===== src/rtl/ps2_key_controller_if.sv =====
// Bundles the PS/2 receive strobe side and the key-event handshake side.
// The controller takes the slave view; the system or bench takes the master view.
interface ps2_key_controller_if;
  logic       enable;
  logic [7:0] rx_data;
  logic       rx_done_stb;
  logic       rx_enable;
  logic [9:0] ev_data;
  logic       ev_valid;
  logic       ev_ready;
  logic       ovf;
  logic       err;
  logic       flag_clr;

  modport master (
    output enable, rx_data, rx_done_stb, ev_ready, flag_clr,
    input  rx_enable, ev_data, ev_valid, ovf, err
  );

  modport slave (
    input  enable, rx_data, rx_done_stb, ev_ready, flag_clr,
    output rx_enable, ev_data, ev_valid, ovf, err
  );
endinterface


===== src/rtl/ps2_key_controller.sv =====
// Scan-code set 2 parser (E0/F0/E1 prefixes, timeout recovery) feeding a key-event FIFO.
// Event appears 1 clock after its final strobe; a full FIFO drops rx_enable and flags ovf on drops.
module ps2_key_fifo #(
  parameter int DEPTH = 8,
  parameter int WIDTH = 10
) (
  input  logic             clk,
  input  logic             rst,
  input  logic             wr_vld,
  input  logic [WIDTH-1:0] wr_dat,
  output logic             wr_drop,
  input  logic             rd_rdy,
  output logic             rd_vld,
  output logic [WIDTH-1:0] rd_dat,
  output logic             full
);
  localparam int AW = $clog2(DEPTH);

  logic [WIDTH-1:0] mem [DEPTH];
  logic [AW:0]      wptr, rptr;
  logic             empty, do_wr, do_rd;

  assign empty   = (wptr == rptr);
  assign full    = ((wptr ^ rptr) == {1'b1, {AW{1'b0}}});
  assign do_rd   = rd_rdy & ~empty;
  // A pop in the same cycle frees the slot, so a write while full still lands.
  assign do_wr   = wr_vld & (~full | do_rd);
  assign wr_drop = wr_vld & full & ~do_rd;
  assign rd_vld  = ~empty;
  assign rd_dat  = empty ? '0 : mem[rptr[AW-1:0]];

  always_ff @(posedge clk or posedge rst) begin
    if (rst) begin
      wptr <= '0;
      rptr <= '0;
    end else begin
      if (do_wr) wptr <= wptr + 1'b1;
      if (do_rd) rptr <= rptr + 1'b1;
    end
  end

  always_ff @(posedge clk) begin
    if (do_wr) mem[wptr[AW-1:0]] <= wr_dat;
  end
endmodule

module ps2_key_controller #(
  parameter int          DEPTH   = 8,
  parameter logic [15:0] TIMEOUT = 16'd50000
) (
  input logic                 clk,
  input logic                 rst,
  ps2_key_controller_if.slave bus
);
  typedef enum logic [2:0] {IDLE, EXT, BRK, EXT_BRK, SKIP} state_t;

  state_t      state, state_nxt;
  logic [2:0]  skip_cnt, skip_nxt;
  logic [15:0] tmo_cnt;
  logic        push_vld, push_drop, err_set, tmo_fire, full;
  logic [9:0]  push_dat;
  logic        ovf_q, err_q;

  // Fires on the cycle the counter would decrement to zero; a strobe takes priority.
  assign tmo_fire = bus.enable && (state != IDLE) && !bus.rx_done_stb && (tmo_cnt == 16'd1);

  always_comb begin
    state_nxt = state;
    skip_nxt  = skip_cnt;
    push_vld  = 1'b0;
    push_dat  = {2'b00, bus.rx_data};
    err_set   = 1'b0;
    if (!bus.enable) begin
      state_nxt = IDLE;
    end else if (bus.rx_done_stb) begin
      case (state)
        IDLE: begin
          case (bus.rx_data)
            8'hE0:        state_nxt = EXT;
            8'hF0:        state_nxt = BRK;
            8'hE1: begin
              state_nxt = SKIP;
              skip_nxt  = 3'd7;
            end
            8'h00, 8'hFF: err_set   = 1'b1;
            default:      push_vld  = 1'b1;
          endcase
        end
        EXT: begin
          if (bus.rx_data == 8'hF0) begin
            state_nxt = EXT_BRK;
          end else if (bus.rx_data != 8'hE0) begin
            push_vld  = 1'b1;
            push_dat  = {2'b10, bus.rx_data};
            state_nxt = IDLE;
          end
        end
        BRK: begin
          state_nxt = IDLE;
          if (bus.rx_data == 8'hE0 || bus.rx_data == 8'hF0) begin
            err_set = 1'b1;
          end else begin
            push_vld = 1'b1;
            push_dat = {2'b01, bus.rx_data};
          end
        end
        EXT_BRK: begin
          push_vld  = 1'b1;
          push_dat  = {2'b11, bus.rx_data};
          state_nxt = IDLE;
        end
        SKIP: begin
          if (skip_cnt == 3'd1) begin
            push_vld  = 1'b1;
            push_dat  = {2'b10, 8'hE1};
            state_nxt = IDLE;
          end else begin
            skip_nxt = skip_cnt - 3'd1;
          end
        end
        default: state_nxt = IDLE;
      endcase
    end else if (tmo_fire) begin
      state_nxt = IDLE;
      err_set   = 1'b1;
    end
  end

  always_ff @(posedge clk or posedge rst) begin
    if (rst) begin
      state    <= IDLE;
      skip_cnt <= 3'd0;
    end else begin
      state    <= state_nxt;
      skip_cnt <= skip_nxt;
    end
  end

  always_ff @(posedge clk or posedge rst) begin
    if (rst) begin
      tmo_cnt <= 16'd0;
    end else if (bus.rx_done_stb || (state_nxt != state && !tmo_fire)) begin
      tmo_cnt <= TIMEOUT;
    end else if (state != IDLE) begin
      tmo_cnt <= tmo_cnt - 16'd1;
    end
  end

  // A new flag event outranks a simultaneous clear.
  always_ff @(posedge clk or posedge rst) begin
    if (rst) begin
      ovf_q <= 1'b0;
      err_q <= 1'b0;
    end else begin
      ovf_q <= push_drop ? 1'b1 : (bus.flag_clr ? 1'b0 : ovf_q);
      err_q <= err_set   ? 1'b1 : (bus.flag_clr ? 1'b0 : err_q);
    end
  end

  ps2_key_fifo #(.DEPTH(DEPTH), .WIDTH(10)) u_fifo (
    .clk     (clk),
    .rst     (rst),
    .wr_vld  (push_vld),
    .wr_dat  (push_dat),
    .wr_drop (push_drop),
    .rd_rdy  (bus.ev_ready),
    .rd_vld  (bus.ev_valid),
    .rd_dat  (bus.ev_data),
    .full    (full)
  );

  assign bus.rx_enable = bus.enable & ~full;
  assign bus.ovf       = ovf_q;
  assign bus.err       = err_q;
endmodule


===== src/flat_wrapper.sv =====
// flat-port wrapper written by rule: the top's interface ports become plain ports
module ps2_key_controller_flat 
#(
  parameter int          DEPTH   = 8,
  parameter logic [15:0] TIMEOUT = 16'd50000
)
  (clk, rst, bus_enable, bus_rx_data, bus_rx_done_stb, bus_ev_ready, bus_flag_clr, bus_rx_enable, bus_ev_data, bus_ev_valid, bus_ovf, bus_err);
  ps2_key_controller_if bus_i ();
  input logic clk;
  input logic rst;
  input wire logic [$bits(bus_i.enable)-1:0] bus_enable;
  input wire logic [$bits(bus_i.rx_data)-1:0] bus_rx_data;
  input wire logic [$bits(bus_i.rx_done_stb)-1:0] bus_rx_done_stb;
  input wire logic [$bits(bus_i.ev_ready)-1:0] bus_ev_ready;
  input wire logic [$bits(bus_i.flag_clr)-1:0] bus_flag_clr;
  output wire logic [$bits(bus_i.rx_enable)-1:0] bus_rx_enable;
  output wire logic [$bits(bus_i.ev_data)-1:0] bus_ev_data;
  output wire logic [$bits(bus_i.ev_valid)-1:0] bus_ev_valid;
  output wire logic [$bits(bus_i.ovf)-1:0] bus_ovf;
  output wire logic [$bits(bus_i.err)-1:0] bus_err;
  assign bus_i.enable = bus_enable;
  assign bus_i.rx_data = bus_rx_data;
  assign bus_i.rx_done_stb = bus_rx_done_stb;
  assign bus_i.ev_ready = bus_ev_ready;
  assign bus_i.flag_clr = bus_flag_clr;
  assign bus_rx_enable = bus_i.rx_enable;
  assign bus_ev_data = bus_i.ev_data;
  assign bus_ev_valid = bus_i.ev_valid;
  assign bus_ovf = bus_i.ovf;
  assign bus_err = bus_i.err;
  ps2_key_controller #(.DEPTH(DEPTH), .TIMEOUT(TIMEOUT)) u_core (.clk(clk), .rst(rst), .bus(bus_i));
endmodule

===== config.mk =====
export PLATFORM = sky130hd
export DESIGN_NAME = ps2_key_controller_flat
export DESIGN_NICKNAME = d
export VERILOG_FILES = /design/src/rtl/ps2_key_controller_if.sv /design/src/rtl/ps2_key_controller.sv /design/src/flat_wrapper.sv
export SDC_FILE = /design/constraint.sdc
export NUM_CORES = 1
export LEC_CHECK = 0
export ABC_CLOCK_PERIOD_IN_PS = 3540
export CORE_MARGIN = 4
export CORE_UTILIZATION = 26
export CTS_BUF_LIST = sky130_fd_sc_hd__clkbuf_16
export CTS_CLUSTER_DIAMETER = 50
export DETAILED_ROUTE_END_ITERATION = 10
export GPL_ROUTABILITY_DRIVEN = 0
export HOLD_SLACK_MARGIN = 0.1
export PLACE_DENSITY_LB_ADDON = 0.1
export SYNTH_ARGS = -nofsm -noshare
export SYNTH_HDL_FRONTEND = slang
export SYNTH_SLANG_ARGS = --single-unit
export TNS_END_PERCENT = 50

===== constraint.sdc =====
create_clock -name clk -period 3.54 [get_ports clk]
set_input_delay 0.354 -clock clk [delete_from_list [all_inputs] [get_ports clk]]
set_output_delay 0.354 -clock clk [all_outputs]
set_load 0.01 [all_outputs]

Word-level counts from Yosys, hierarchy flattened. Memories as Yosys holds them, arrays and structs flattened. Index checks and enable logic that the tools add are counted.

Register bits: 32. Logic and storage cells: 96. RAM bits: 80. Memories kept: 1. Output and inout port bits: 14.

Muxes and demuxes: 40. Equal/unequal tests: 16. Add/sub/neg operators: 4. Reduce and logical (&&, ||, !) cells: 18. Bitwise logic cells: 10.

Memory list: u_core.u_fifo.mem (depth 8, width 10, read ports 1, clocked after memory_dff 0, wr ports 1, line ps2_key_controller.sv:19) `logic [WIDTH-1:0] mem [DEPTH];`.

Operators by type and width (number): two-way mux 10 bit (6); case mux 10 bit (4 select lines) (1); == test 8 bit (second input constant) (4); two-way mux 16 bit (2); two-way mux 3 bit (8); case mux 3 bit (3 select lines) (2); two-way mux 1 bit (17); == test 16 x 1 -> 1 bit (second input constant) (1); subtractor 16 x 1 -> 16 bit (second input constant) (1); two-way mux 9 bit (1); adder 4 x 1 -> 4 bit (second input constant) (2); zero test 8 bit (1); inequality test 8 bit (second input constant) (1); nonzero test 2 bit (4); == test 3 x 1 -> 1 bit (second input constant) (2); == test 3 x 2 -> 1 bit (second input constant) (2); case mux 3 bit (2 select lines) (1); bitwise AND 1 bit (5); case mux 1 bit (5 select lines) (1); AND reduction 5 bit (1); OR reduction 5 bit (1); == test 4 bit (1); == test 4 bit (second input constant) (1); logical AND 1 bit (4); 13 further kinds (18).

Longest topological paths before layout. Gate-level depths: netlist of run 1.

Word-level depth: 11. Mapped depth: 7. Gate-level depth less buffers: 7.

Modules after synthesis. Synthesis of run 1 repeated with hierarchy kept, for this count alone.

Cells, all modules: 356. Area, all modules: 5134.9 µm².

By module, submodules not included: ps2_key_fifo (area an instance 3651.0 µm², cells an instance 186, times used 1, sequential area each 2602.5 µm²); ps2_key_controller (area an instance 1483.9 µm², cells an instance 170, times used 1, sequential area each 600.6 µm²).

Least setup slack after synthesis of run 1. No wires, ideal clock.

Path type: register -> register. Start: register u_core.state[1]. End: memory u_core.u_fifo.mem[1][0], enable pin. Period minus slack after synthesis: 2939 ps. Slack: 601 ps. Stages on the path, launching flop included: 7. Library setup time: 408 ps. Path buffers: 1. Required time: 3132 ps. Arrival time: 2532 ps. Cells stage by stage: dfrtp_1 > clkbuf_1 > or2_2 > a21oi_1 > o31a_1 > nand3_2 > nor4b_1.

Word-level cells in the longest chain between the ends: 7. Elaborated cells on any way between the ends: 11.

RTL lines: start, declared (line ps2_key_controller.sv:57) `state_t state, state_nxt;`; start signal, assigned (line ps2_key_controller.sv:134) `state <= state_nxt;`; == test 3 bit, or another cell as far along (line ps2_key_controller.sv:76) `case (state)`; case mux 1 bit (5 select lines) * (line ps2_key_controller.sv:76); two-way mux 1 bit * (line ps2_key_controller.sv:75) `end else if (bus.rx_done_stb) begin`; two-way mux 1 bit * (line ps2_key_controller.sv:73) `if (!bus.enable) begin`; bitwise AND 1 bit * (line ps2_key_controller.sv:27) `assign do_wr = wr_vld & (~full | do_rd);`; two-way mux 1 bit * (line ps2_key_controller.sv:43) `if (do_wr) mem[wptr[AW-1:0]] <= wr_dat;`; two-way mux 1 bit (implied by the code) * (line ps2_key_controller.sv:43); end, declared (line ps2_key_controller.sv:19).

Mark *: on every way between the ends. The rest lies on a longest branch, timed or not.

Worst setup path in the final report of run 1.
Start: register u_core.u_fifo.wptr[0]. End: output port bus_rx_enable.

Word-level cells in the longest chain between the ends: 4.

RTL lines: start, declared (line ps2_key_controller.sv:20) `logic [AW:0] wptr, rptr;`; start signal, assigned (line ps2_key_controller.sv:37) `if (do_wr) wptr <= wptr + 1'b1;`; bitwise XOR 4 bit (line ps2_key_controller.sv:24) `assign full = ((wptr ^ rptr) == {1'b1, {AW{1'b0}}});`; == test 4 bit (line ps2_key_controller.sv:24); NOT 1 bit (line ps2_key_controller.sv:172) `assign bus.rx_enable = bus.enable & ~full;`; bitwise AND 1 bit (line ps2_key_controller.sv:172); end, declared (line flat_wrapper.sv:16) `output wire logic [$bits(bus_i.rx_enable)-1:0] bus_rx_enable;`.

Every way passes these cells.

==> results.ini, run 1 <==
[timing]
fin_crit_sh=0.8168
timing.hold.ws_ps=399.9
final.setup.worst_slack_ps=648.4
max_freq_mhz=345.8
worst_slew_pin_slew_ps=850.4
rsz0062_at_grt=false
finClkSkew_ps=6.949
tns_ps=0
final-hold-violation-count=0
finalSetupViolCount=0
maxSlewViolCount=0
slew_headroom=0.4293
layout_min_cycle_time_ps=2892

[worst_setup_path]
cp.required_ps=3190
path_class=flop to output pin
path_max_fanout=11
start_kind=flop
cp_data_arrival_time_ps=2540
end_kind=output pin

[clock_tree]
insertion_delay_ps=350
root_buffer=clkbuf_16
numCtsBuffers=9
clk_pin_slew_ps=80
cts_resized=0
hold_buffers=0
cts_setup_buffers=0
htreeDepth=3
numClockSinks=112
cts_tree=built
cts_max_path_buffers=2

[global_route]
grt_pass1_wl_um=18240
overflow=0
gr-usage-all-layers=0.1125
grt_pass1_vias=3060
grt_max_degree=33
antenna_found_initial=0

[logic_synthesis]
syn_inst=346
synth_area_mm2=0.004996
synthArstFlopShare=0.2857
synth-compound-area-share=0.04508
syn_nets=366
postSynthAreaPerCell_um2=14.44
synthFlopType=edfxtp_1
synth-simple-area-share=0.1240
ys_seq_elements=112
synth.top_cell.area_share=0.4808
synth_warnings=0
synth_xor_area_frac=0.03857
synth_edf_count=80
synth.area.top_cells=edfxtp_1, dfrtp_1, mux4_2
ys_seq_area_frac=0.6411
netlist_top_cells_count=edfxtp_1, dfrtp_1, nor2_1, mux4_2
synth.most_common_cell=edfxtp_1
synthMuxAreaShare=0.1147
yosysTopAreaCell=edfxtp_1
synthAdderAreaFrac=0.01503
synth.distinct_cells=53
synth_top_family_by_area=simple AND/OR/NAND/NOR gates

[power]
irDropWorstVdd_mv=0.3191
power_w=0.003976
power.leakage_nw=2.063
p_per_area_mw_per_mm2=663.6

[outcome]
status=finished clean

[die]
dieArea_mm2=0.02150
die_x_um=146.6
core_mm2=0.01883
pin_count=28
initial_core_util=0.2653
core.rowCount=50
fp.dieH_um=146.6

[detailed_routing]
wl_per_cell_um=17.77
dr.pass1.iters=4
drt-total-wl_um=11500
drc=0
drt-vias-per-instance=4.461
antenna_left=0
num_vias=2886
drt_iter0_drc=108

[layout]
fill_cells=1853
antenna_cells=0
layout.cells.non_filler=647
drive_above_1_share=0.1835
area_growth_pct=19.93
fin_nets=402

[placement]
dp_hpwl_um=7933
dp.cells=631
portBuffers=27
post-place-ws_ps=842.5

[hold_path]
hp-class=primary input to asynchronous set/reset pin

[flow_run]
drv_cap=0

## registers in the layout, summed over array words and instances (netlist names)
register,flops
u_core.state,3
u_core.tmo_cnt,16
u_core.u_fifo.mem,80
u_core.bus.ovf,1
u_core.u_fifo.wptr,4
u_core.skip_cnt,3
u_core.bus.err,1
u_core.u_fifo.rptr,4
## stage by stage
step,utilization,instance area [um2]
finish,0.3182,5992
global route,0.3182,5992
CTS,0.3182,5992
detailed placement,0.3020,5687
global placement,0.3020,5687
floorplan,-,4996
## kinds of logic after synthesis
family                     count (synthesis)
buffers and inverters                     28
adders and majority gates                  6
muxes                                     32
xor gates and xnor gates                  22
DFF                                      112
and+or+nand+nor                          112
AOI/OAI and AO/OA                         34
## layout by cell type, fill, tap and decap left out, drive strengths merged, types with 4 or more instances in the layout
cell,count
a21oi,8
buf,15
clkbuf,9
clkdlybuf4s50,27
dfrtp,32
edfxtp,80
ha,6
inv,15
mux2i,10
mux4,20
nand2,13
nand2b,4
nand3,7
nor2,29
nor2b,8
nor3,9
nor4,12
o21ai,9
or2,6
or3,4
xnor2,12
xor2,10
## final timing paths
kind / slack (ps) / cells past startpoint / startpoint / to
max in group asynchronous: 2840 / 3 / rst / u_core.tmo_cnt[7]
min in group clk: 490 / 1 / u_core.u_fifo.rptr[3] / u_core.u_fifo.rptr[3]
worst min-delay path: 400 / 3 / rst / u_core.u_fifo.rptr[2]
worst max register to register: 900 / 6 / u_core.u_fifo.wptr[0] / u_core.u_fifo.mem[3][2]
worst max-delay path: 650 / 4 / u_core.u_fifo.wptr[0] / bus_rx_enable
worst min register to register: 490 / 1 / u_core.u_fifo.rptr[3] / u_core.u_fifo.rptr[3]
## power by group
part / internal, W / switching (W)
sequential: 0.00153 / 0.000107
combinational: 0.000664 / 0.000623
clock: 0.000561 / 0.000493
total: 0.00275 / 0.00122
## critical path: stages, from the launching register on
cell and delay, ps:
dfrtp_1 630, xor2_1 160, or4b_2 720, and2_1 200, clkdlybuf4s50_1 480
## final cells by class
class                      instances  area (um2)  area share
multi-input combinational        206        1734      0.2894
timing repair buffer              42       382.9     0.06390
inverter                          11       41.29    0.006891
tap                              260       325.3     0.05429
clock inverter                     7       80.08     0.01336
sequential                       112        3203      0.5346
clock buffer                       9       225.2     0.03759
## layer usage
metal,up-vias,track usage,wire length [um]
met2,36,0.1950,5975
li1,1390,-,-
met1,1452,0.1401,5070
met3,8,0.03011,326
met4,0,0.02681,122
met5,-,0,0
(Power assumes the default switching activity.)
==> run 2: changes to the inputs <==
- ABC_CLOCK_PERIOD_IN_PS: 3540 -> 2610
- clock period: 3.54 -> 2.61 ns (I/O delays scaled with it)
==> run 2 against run 1 <==
  * Clock power is 26% higher
  * Sequential share of layout area is 1.9 points lower
  * Power is 38% higher
  * Register-to-register slack worse by 660 ps
  * Hold slack worse by 110 ps
  * Critical path type unchanged
  * Non-clock buffer count is 24 higher
  * Sequential cell count stayed put
  * First-iteration DRC count is 10% higher
  * Critical path depth is 1 higher
  * Clock-buffer cell count stayed put
  * Cell count is 3.6% higher
==> results.ini, run 2 (synthesized netlist as in run 1, its figures left out) <==
[global_route]
grt_pass1_vias=3151  ; +3.0%
grt_max_degree=33  ; unchanged
grt_pass1_wl_um=18980  ; +4.0%
overflow=0  ; unchanged
gr-usage-all-layers=0.1168  ; +0.004294
antenna_found_initial=0  ; unchanged

[die]
fp.dieH_um=146.6  ; unchanged
initial_core_util=0.2653  ; unchanged
core.rowCount=50  ; unchanged
core_mm2=0.01883  ; unchanged
dieArea_mm2=0.02150  ; unchanged
die_x_um=146.6  ; unchanged
pin_count=28  ; unchanged

[worst_setup_path]
r2r_start=u_core.u_fifo.rptr[0]
cp_data_arrival_time_ps=2250  ; -290 ps
r2r_setup_slack_ps=240  ; -660 ps
cp.required_ps=2350  ; -840 ps
worstReg2RegEnd=u_core.u_fifo.wptr[1]
endpoint=bus_ev_data[2]
path_class=flop to output pin
crit_start=u_core.u_fifo.rptr[0]
r2r.worst_path.cells=6  ; unchanged
end_kind=output pin
start_kind=flop
path_max_fanout=6  ; -5

[layout]
final_cell_mix=edfxtp_1, buf_4, dfrtp_1
design_area_mm2=0.006217  ; +3.8%
layout_commonest_cell=edfxtp_1
drive_above_1_share=0.2366  ; +0.05312
antenna_cells=0  ; unchanged
fin_nets=426  ; +6.0%
area_growth_pct=24.44
largest_register_ffs=80  ; unchanged

[timing]
max_freq_mhz=398.8
maxSlewViolCount=0  ; unchanged
final-hold-violation-count=0  ; unchanged
worst_slew_pin_slew_ps=798.7  ; -51.71 ps
slew_headroom=0.4640  ; +0.03470
timing.hold.ws_ps=290.9  ; -109.1 ps
fin_crit_sh=0.9608
rsz0062_at_grt=false
final.setup.worst_slack_ps=102.4  ; -546.0 ps
layout_min_cycle_time_ps=2508
finClkSkew_ps=6.769  ; -0.1805 ps
finalSetupViolCount=0  ; unchanged

[detailed_routing]
drc=0  ; unchanged
num_vias=3003  ; +4.1%
drt-total-wl_um=12170  ; +5.9%
drt_iter0_drc=119  ; +10%
dr.pass1.iters=4  ; unchanged
drt-vias-per-instance=4.482  ; +0.48%
antenna_left=0  ; unchanged
wl_per_cell_um=18.17  ; +2.3%

[outcome]
status=finished clean

[placement]
portBuffers=27  ; unchanged
placed_area_mm2=0.005862  ; +3.1%
dp_hpwl_um=8257  ; +4.1%
post-place-ws_ps=72.85  ; -769.7 ps

[power]
irDropWorstVdd_mv=0.4003  ; +25%
power.leakage_nw=2.203  ; +6.8%
p_per_area_mw_per_mm2=884.7  ; +33%

[clock_tree]
insertion_delay_ps=360  ; about the same
root_buffer=clkbuf_16
numClockSinks=112  ; unchanged
cts_max_path_buffers=2  ; unchanged
clk_pin_slew_ps=80  ; about the same
cts_tree=built
numCtsBuffers=9  ; unchanged
htreeDepth=3  ; unchanged

[hold_path]
hp-class=primary input to asynchronous set/reset pin

[flow_run]
drv_cap=0  ; unchanged

run 2: per-layer routing:
metal | part of all wire | GRT usage | vias to the layer above
met2 | 0.51 | 0.1984 | 30
met5 | 0 | 0 | -
li1 | - | - | 1433
met3 | 0.025 | 0.03135 | 10
met4 | 0.0090 | 0.02540 | 0
met1 | 0.45 | 0.1499 | 1530
run 2: area by class of cell:
cell class	count	area (um2)
Fill cell	1852	12610
Clock inverter	6	53.80
Timing Repair Buffer	66	621.8
Inverter	11	41.29
Clock buffer	9	225.2
Sequential cell	112	3204
Tap cell	260	325.3
Multi-Input combinational cell	206	1745
run 2: critical path, cell delays in order (launching register included):
cell and delay (ps):
dfrtp_2 490, clkbuf_16 210, mux4_2 520, mux2i_1 140
nor2_1 50, clkdlybuf4s50_1 470
run 2: how the worst min path moves through the flow:
| stage | end |
|---|---|
| 6_report | u_core.u_fifo.rptr[2] |
| 3_5_place_dp | u_core.u_fifo.rptr[3] |
| 3_3_place_gp | u_core.u_fifo.rptr[3] |
| 4_1_cts | u_core.u_fifo.rptr[2] |
| 5_1_grt | u_core.u_fifo.rptr[2] |
| 2_1_floorplan | u_core.bus.ovf |
run 2: where the power goes:
group	total [W]	switching (W)	internal [W]
combinational	0.00200	0.000961	0.00104
clock	0.00132	0.000664	0.000660
sequential	0.00218	0.000102	0.00208
run 2: metrics by stage:
step / instances / total power [W] / utilization / setup TNS, ps
5_1_grt: 670 / 0.005827 / 0.3302 / 0
3_3_place_gp: 651 / 0.004160 / 0.3113 / 0
2_1_floorplan: 346 / 0.003276 / - / -13830
6_report: 670 / 0.005500 / 0.3302 / 0
4_1_cts: 666 / 0.005492 / 0.3263 / 0
3_5_place_dp: 651 / 0.004164 / 0.3113 / 0
run 2: repair_timing:
action,in CTS,in global routing
gates resized for setup,4,3
cloned,0,2
buffers inserted,0,2
hold buffers,0,0
endpoints found under the setup margin,3,7
